## src/rtl/pipe_pkg.sv

```systemverilog
// Shared definitions for the RV64 pipeline register slice.
//   XLEN       datapath / PC width
//   NOP_INSTR  addi x0,x0,0, loaded into IF/ID on reset and flush
//   RESET_PC   default PC after reset
//   CTRL_W     width of the decoded control bundle carried into EX
//   CTRL_*     bit positions inside the control bundle
package pipe_pkg;

  localparam int              XLEN      = 64;
  localparam logic [31:0]     NOP_INSTR = 32'h0000_0013;
  localparam logic [XLEN-1:0] RESET_PC  = '0;
  localparam int              CTRL_W    = 8;

  // Control bundle layout: {branch,RegWrite,MemtoReg,MemRead,MemWrite,alu_src,alu_op[1:0]}
  localparam int CTRL_BRANCH    = 7;
  localparam int CTRL_REG_WRITE = 6;
  localparam int CTRL_MEM_TO_REG = 5;
  localparam int CTRL_MEM_READ  = 4;
  localparam int CTRL_MEM_WRITE = 3;
  localparam int CTRL_ALU_SRC   = 2;
  localparam int CTRL_ALU_OP_HI = 1;
  localparam int CTRL_ALU_OP_LO = 0;

endpackage

```

## src/rtl/pipe_reg.sv

```systemverilog
// Generic W-bit pipeline register with synchronous clear and load enable.
//   clk  rising-edge clock
//   en   1 = load d
//   clr  1 = load CLR_VAL; takes priority over en
//   d    next value
//   q    registered value
module pipe_reg #(
  parameter int           W       = 1,
  parameter logic [W-1:0] CLR_VAL = '0
) (
  input  logic         clk,
  input  logic         en,
  input  logic         clr,
  input  logic [W-1:0] d,
  output logic [W-1:0] q
);

  // NOTE: sequential state uses non-blocking assignments so every register
  // samples pre-edge values and stage ordering cannot create races.
  always_ff @(posedge clk) begin
    if (clr)     q <= CLR_VAL;
    else if (en) q <= d;
  end

endmodule

```

## src/rtl/pipeline_stall_regs.sv

```systemverilog
// PC, IF/ID and ID/EX registers of the 5-stage RV64 pipeline, driven by the
// load-use hazard unit (stall, IF_ID_Write, PC_Write) and EX branch resolution.
// A taken branch redirects the PC and flushes IF/ID and ID/EX; a stall freezes
// PC and IF/ID and drops a zero-control bubble into ID/EX.
// Ports:
//   clk, rst                   clock, synchronous active-high reset
//   stall, IF_ID_Write, PC_Write  hazard-unit controls
//   branch_taken, branch_target   redirect request from EX
//   instr_in                   fetched instruction for the current pc
//   id_ctrl, id_rs1/rs2/rd, id_rs1_data/rs2_data/imm  decoded ID fields
//   pc                         fetch address
//   IF_ID_pc/instr/valid       IF/ID register contents
//   ID_EX_*                    ID/EX register contents
// Optional build macro PIPE_PERF_CNT_EN adds saturating stall_count and
// flush_count outputs.
module pipeline_stall_regs
  import pipe_pkg::*;
#(
  parameter int              XLEN      = pipe_pkg::XLEN,
  parameter logic [XLEN-1:0] RESET_PC  = pipe_pkg::RESET_PC,
  parameter logic [31:0]     NOP_INSTR = pipe_pkg::NOP_INSTR
) (
  input  logic              clk,
  input  logic              rst,
  input  logic              stall,
  input  logic              IF_ID_Write,
  input  logic              PC_Write,
  input  logic              branch_taken,
  input  logic [XLEN-1:0]   branch_target,
  input  logic [31:0]       instr_in,
  input  logic [CTRL_W-1:0] id_ctrl,
  input  logic [4:0]        id_rs1,
  input  logic [4:0]        id_rs2,
  input  logic [4:0]        id_rd,
  input  logic [XLEN-1:0]   id_rs1_data,
  input  logic [XLEN-1:0]   id_rs2_data,
  input  logic [XLEN-1:0]   id_imm,
  output logic [XLEN-1:0]   pc,
  output logic [XLEN-1:0]   IF_ID_pc,
  output logic [31:0]       IF_ID_instr,
  output logic              IF_ID_valid,
  output logic [CTRL_W-1:0] ID_EX_ctrl,
  output logic [4:0]        ID_EX_rs1,
  output logic [4:0]        ID_EX_rs2,
  output logic [4:0]        ID_EX_rd,
  output logic [XLEN-1:0]   ID_EX_rs1_data,
  output logic [XLEN-1:0]   ID_EX_rs2_data,
  output logic [XLEN-1:0]   ID_EX_imm,
  output logic [XLEN-1:0]   ID_EX_pc,
  output logic              ID_EX_valid
`ifdef PIPE_PERF_CNT_EN
  ,
  output logic [31:0]       stall_count,
  output logic [31:0]       flush_count
`endif
);

  localparam int IF_ID_W = XLEN + 32 + 1;
  localparam int ID_EX_W = CTRL_W + 15 + 4 * XLEN + 1;
  localparam logic [IF_ID_W-1:0] IF_ID_CLR = {{XLEN{1'b0}}, NOP_INSTR, 1'b0};

  // ---------------- PC ----------------
  // Redirect targets are forced word-aligned; sequential fetch wraps mod 2^XLEN.
  logic [XLEN-1:0] pc_next;
  assign pc_next = branch_taken ? {branch_target[XLEN-1:2], 2'b00}
                                : pc + XLEN'(4);

  pipe_reg #(.W(XLEN), .CLR_VAL(RESET_PC)) u_pc (
    .clk (clk),
    .en  (branch_taken | PC_Write),
    .clr (rst),
    .d   (pc_next),
    .q   (pc)
  );

  // ---------------- IF/ID ----------------
  logic [IF_ID_W-1:0] if_id_d, if_id_q;
  assign if_id_d = {pc, instr_in, 1'b1};

  pipe_reg #(.W(IF_ID_W), .CLR_VAL(IF_ID_CLR)) u_if_id (
    .clk (clk),
    .en  (IF_ID_Write),
    .clr (rst | branch_taken),
    .d   (if_id_d),
    .q   (if_id_q)
  );

  assign {IF_ID_pc, IF_ID_instr, IF_ID_valid} = if_id_q;

  // ---------------- ID/EX ----------------
  // An invalid IF/ID slot still travels down but must never assert control.
  logic [CTRL_W-1:0]  ctrl_gated;
  logic [ID_EX_W-1:0] id_ex_d, id_ex_q;

  assign ctrl_gated = IF_ID_valid ? id_ctrl : '0;
  assign id_ex_d    = {ctrl_gated, id_rs1, id_rs2, id_rd,
                       id_rs1_data, id_rs2_data, id_imm, IF_ID_pc, IF_ID_valid};

  // Clearing the whole register is the bubble: zero control, rd=0, valid=0.
  pipe_reg #(.W(ID_EX_W), .CLR_VAL('0)) u_id_ex (
    .clk (clk),
    .en  (1'b1),
    .clr (rst | branch_taken | stall),
    .d   (id_ex_d),
    .q   (id_ex_q)
  );

  assign {ID_EX_ctrl, ID_EX_rs1, ID_EX_rs2, ID_EX_rd,
          ID_EX_rs1_data, ID_EX_rs2_data, ID_EX_imm, ID_EX_pc, ID_EX_valid} = id_ex_q;

`ifdef PIPE_PERF_CNT_EN
  // ---------------- performance counters (saturating) ----------------
  always_ff @(posedge clk) begin
    if (rst) begin
      stall_count <= '0;
      flush_count <= '0;
    end else begin
      if (stall && (stall_count != '1))        stall_count <= stall_count + 32'd1;
      if (branch_taken && (flush_count != '1)) flush_count <= flush_count + 32'd1;
    end
  end
`endif

endmodule

```

## config.mk

```make
export PLATFORM = sky130hd
export DESIGN_NAME = pipeline_stall_regs
export DESIGN_NICKNAME = d
export VERILOG_FILES = /design/src/rtl/pipe_pkg.sv /design/src/rtl/pipe_reg.sv /design/src/rtl/pipeline_stall_regs.sv
export SDC_FILE = /design/constraint.sdc
export NUM_CORES = 1
export LEC_CHECK = 0
export BUFFER_PORTS_ARGS = -buffer_cell sky130_fd_sc_hd__buf_4
export CAP_MARGIN = 20
export CORE_AREA = 10 10 290 292
export DETAILED_ROUTE_END_ITERATION = 16
export DIE_AREA = 0 0 300 302
export GPL_TIMING_DRIVEN = 1
export PLACE_DENSITY = 0.37
export SETUP_SLACK_MARGIN = 0.15
export SLEW_MARGIN = 20
export SYNTH_ARGS = -nofsm -noshare
export SYNTH_HDL_FRONTEND = slang
export SYNTH_SLANG_ARGS = --single-unit
```

## constraint.sdc

```tcl
create_clock -name clk -period 4.4 [get_ports clk]
set_input_delay 0.22 -clock clk [delete_from_list [all_inputs] [get_ports clk]]
set_output_delay 0.22 -clock clk [all_outputs]
set_load 0.03 [all_outputs]
```

# Word-level counts from Yosys, hierarchy flattened
# Cells that the tools add are included.
[totals]
ff_bits = 441
in_bits = 317
out_inout_bits = 441
word_cells = 11
[classes]
addsub = 1
mux = 1
bitwise_logic = 4
n_reduce_logical = 1
[op_table]
columns = ["op", "n"]
rows = [
  ["64-bit by 3-bit adder with 64-bit output (second input constant)", 1],
  ["64-bit 2-to-1 mux", 1],
  ["1-bit OR", 3],
  ["2-bit OR reduction", 1],
  ["1-bit NOT", 1],
]

# Depth between registers and ports, before layout
[logic_depth]
word_depth = 3
depth_mapped = 9
ltp_nobuf = 6

# Cells and area by module
# Synthesis repeated with hierarchy kept, for this count alone.
[hier_totals]
cells_unflattened = 1802
area_unflattened_um2 = 17907.2
[by_module_without_submodules]
columns = ["module", "n_inst", "cells_each", "area_per_inst_um2"]
rows = [
  ["pipe_reg at u_id_ex", 1, 902, 9902.0],
  ["pipe_reg at u_if_id", 1, 313, 3455.8],
  ["pipe_reg at u_pc", 1, 206, 2290.9],
  ["pipeline_stall_regs", 1, 381, 2258.4],
]

# Worst setup path before layout
# OpenSTA, ideal clock, no wires.
[synth_path]
kind = "flip-flop to flip-flop"
from = "register u_pc.q[2]"
to = "register u_pc.q[48]"
arrival_ns = 2.667
required_ns = 4.285
path_slack_ns = 1.618
stages_incl_launch_ff = 9
n_path_buf = 2
period_less_slack_ns = 2.782
cell_sequence = "dfxtp_1 ha_1 nand2_1 or4_1 clkbuf_1 or3_1 buf_2 or4b_1 and3_1"
[synth_between]
elab_chain_len = 2
[synth_rtl]
columns = ["item", "line", "source"]
rows = [
  ["from (decl)", "pipe_reg.sv:15", "output logic [W-1:0] q"],
  ["from (signal assigned)", "pipe_reg.sv:21", "if (clr) q <= CLR_VAL;"],
  ["from (signal assigned)", "pipe_reg.sv:22", "else if (en) q <= d;"],
  ["64-bit by 3-bit adder with 64-bit output", "pipeline_stall_regs.sv:66", ": pc + XLEN'(4);"],
  ["64-bit 2-to-1 mux", "pipeline_stall_regs.sv:65", "assign pc_next = branch_taken ? {branch_target[XLEN-1:2], 2'b00}"],
]
# Every way passes these cells.
# A chain may end at the register's enable or synchronous reset.

# Worst setup path in the final report
[layout_path]
from = "register u_pc.q[2]"
to = "register u_pc.q[50]"
# The elaborated chain is that of the path after synthesis.

==> results.cfg <==
[status]
outcome = finished clean

[pwr]
p_comb_share_pct = 12.3
p_int_w = 0.00733
p_switching_w = 0.00251
ir_drop_v = 0.000179
pwr-share-seq_pct = 42.4
p_sw_share_pct = 25.5
power_frac_clock_pct = 45.3
power_density_nw_per_um2 = 376
p_leak_nw = 11.8

[global_routing]
grt_antenna_before_repair = 30
grt_max_degree = 178
grt_util_all_layers_pct = 16.2
grt_overflow = 0
grt_pass1_vias = 14500
grt_pass1_wl_um = 108000

[logic_synthesis]
syn_inst = 1378
yosys_warnings = 0
synth_compound_area_share_pct = 4.16
yosys.area_share.simple_pct = 23.5
yosys_most_used_dff = dfxtp_1
yosys.area_share.adder_pct = 0.0865
synth.distinct_cells = 45
synth-edff-count = 0
async_flop_share_pct = 0
synth-xor-area-share_pct = 2.00
muxShareOfSynthArea_pct = 6.85
ys_seq_area_share_pct = 60.2
ys_seq_elements = 435
synth_area_um2 = 14500
syn_area_per_cell_um2 = 10.5
synth_top_family_by_area = simple AND/OR/NAND/NOR gates

[detailed_routing]
drc = 0
vias_per_cell = 3.92
avgRoutedWirePerCell_um = 21.9
vias = 13800
ant_nets = 0
firstDrtPassIters = 4
routed_wl_um = 77500
drtIter0Drc = 564

[hold_path]
hold_class = in -> reg

[sta]
rsz0062_at_grt = no
fin_crit_sh_pct = 69.5
relSlewSlack_pct = 41.5
timing.final.crit_period_ns = 3.06
hold_viol_final = 0
maxSlewViolCount = 0
fin_tns_setup_ns = 0
fin_skew_ns = 0.0211
setup_viol = 0
worst_pin_slew_ns = 0.877
fin_ws_ns = 1.34
timing.fmax_mhz = 327

[finish]
fin_util_pct = 33.4
drive_gt1_share_pct = 35.0
fin_nets = 2741
final_common_cell = buf_4
register_area_um2 = 8710
fin_cells = 3531
multi_input_area_um2 = 5330
layout_common_cells = buf_4 (759), dfxtp_1 (435), dlygate4sd3_1 (320)
n_fill_cell = 8187
syn_to_final_growth_pct = 80.9

[job]
maxCapViolCount = 0

[critical_path]
cp_slowest_cell = or3_1
crit_chain = ha_1 -> nand2_1 -> or4_1 -> buf_4 -> or3_1 -> or3_1 -> a2111oi_1
critPathMaxFanout = 15
start_kind = register
max_stage_delay_ns = 0.62
critPathKind = reg -> reg
worstPathRequired_ns = 4.88
setup.worst_path.end_class = register
crit_path_frequent_cell = or3_1
crit_arrival_ns = 3.53

[die]
die_height_um = 302
die_w_um = 300
rows = 103
core_um2 = 78400
start_util_pct = 18.5
ios = 758
die-area_um2 = 90600

[clock_network]
clk_latency_ns = 0.60
clock-sinks = 435
cts_tree = yes
root_buffer = clkbuf_16
clock_path_buffers = 3
htree_num_levels = 2
cts.clk_slew.worst_paths_ns = 0.06
cts_setup_buffers = 0
cts_made_buffers = 52

[place]
place_ws_ns = 1.34
dp.cells = 3099
portBuffers = 749
hpwl_um = 60900
place_congestion = 0.883
[area by class of cell]
cell class | count | area share, %
clock buffers | 77 | 5.92
flip-flops and latches | 435 | 33.3
well taps | 1050 | 5.02
multi-input cells | 836 | 20.4
repair buffers | 1081 | 34.1
diodes | 15 | 0.143
clock inverters | 20 | 0.861
inverters | 17 | 0.244
[flip-flops by register name (all words and copies together), names as in the netlist]
signal / flops
u_id_ex.q: 278
u_if_id.q: 95
u_pc.q: 62
[Yosys cell counts (15+ instances only)]
library cell	instances	area, um2
xor2_1	15	131
and3_1	18	113
nor2_1	161	604
nor4_1	16	100
nand2_1	42	158
and2_1	273	1710
mux2i_1	99	991
inv_1	16	60.1
clkbuf_1	74	278
a211oi_1	28	210
nand4_1	23	144
xnor2_1	18	158
dfxtp_1	435	8710
[stage by stage]
stage | power, W | area [um2] | hold slack (ns)
final | 0.00984 | 26200 | 0.0682
after global routing | 0.0103 | 26100 | 0.0598
after CTS | 0.0101 | 26100 | 0.0104
after detailed placement | 0.00522 | 21100 | 0.424
after global placement | 0.00522 | 21100 | 0.422
after floorplan | 0.00468 | 14500 | 0.342
[final timing paths]
check	to	startpoint	slack, ns	cells after the start
setup / recovery	u_pc.q[50]	u_pc.q[2]	1.34	7
hold / removal	u_pc.q[48]	branch_target[48]	0.07	4
setup reg to reg	u_pc.q[50]	u_pc.q[2]	1.34	7
hold reg to reg	u_if_id.q[1]	u_if_id.q[1]	0.48	2
[power groups by stage]
stage          combinational (W)  clock, W  sequential [W]
6_report                 0.00121   0.00446         0.00417
4_1_cts                  0.00124   0.00464         0.00417
3_3_place_gp            0.000961         0         0.00425
2_1_floorplan           0.000245         0         0.00444
5_1_grt                  0.00129   0.00481         0.00419
3_5_place_dp            0.000960         0         0.00426
[kinds of logic (layout without fill, tap and decap cells)]
group           after synthesis  count (layout)
compound gates               83              83
xor+xnor                     33              33
fa+ha+maj                     1               1
buf+inv                     112            1195
flops                       435             435
mux                          99              99
other cells                   1              21
simple gates                614             614
[metal layers]
metal	GRT usage, %	wire length (um)	vias up
li1	-	-	6705
met1	17.2	29200	6554
met2	30.0	40200	482
met3	6.10	6590	103
met4	3.23	1500	2
met5	0	13	-
[worst max-delay path, delay by kind of cell (launching register included)]
| family | cells | cell delay [ns] |
|---|---|---|
| buffers and inverters | 1 | 0.20 |
| flip-flops | 1 | 0.46 |
| AO/OA/AOI/OAI | 1 | 0.32 |
| AND/OR/NAND/NOR | 4 | 1.71 |
| adder cells (fa/ha/maj) | 1 | 0.25 |
[timing repair]
action,4_1_cts,5_1_grt
resized for setup,0,0
hold endpoints to repair,310,0
hold buffers,320,0
Power figures use the tool's default switching activity.
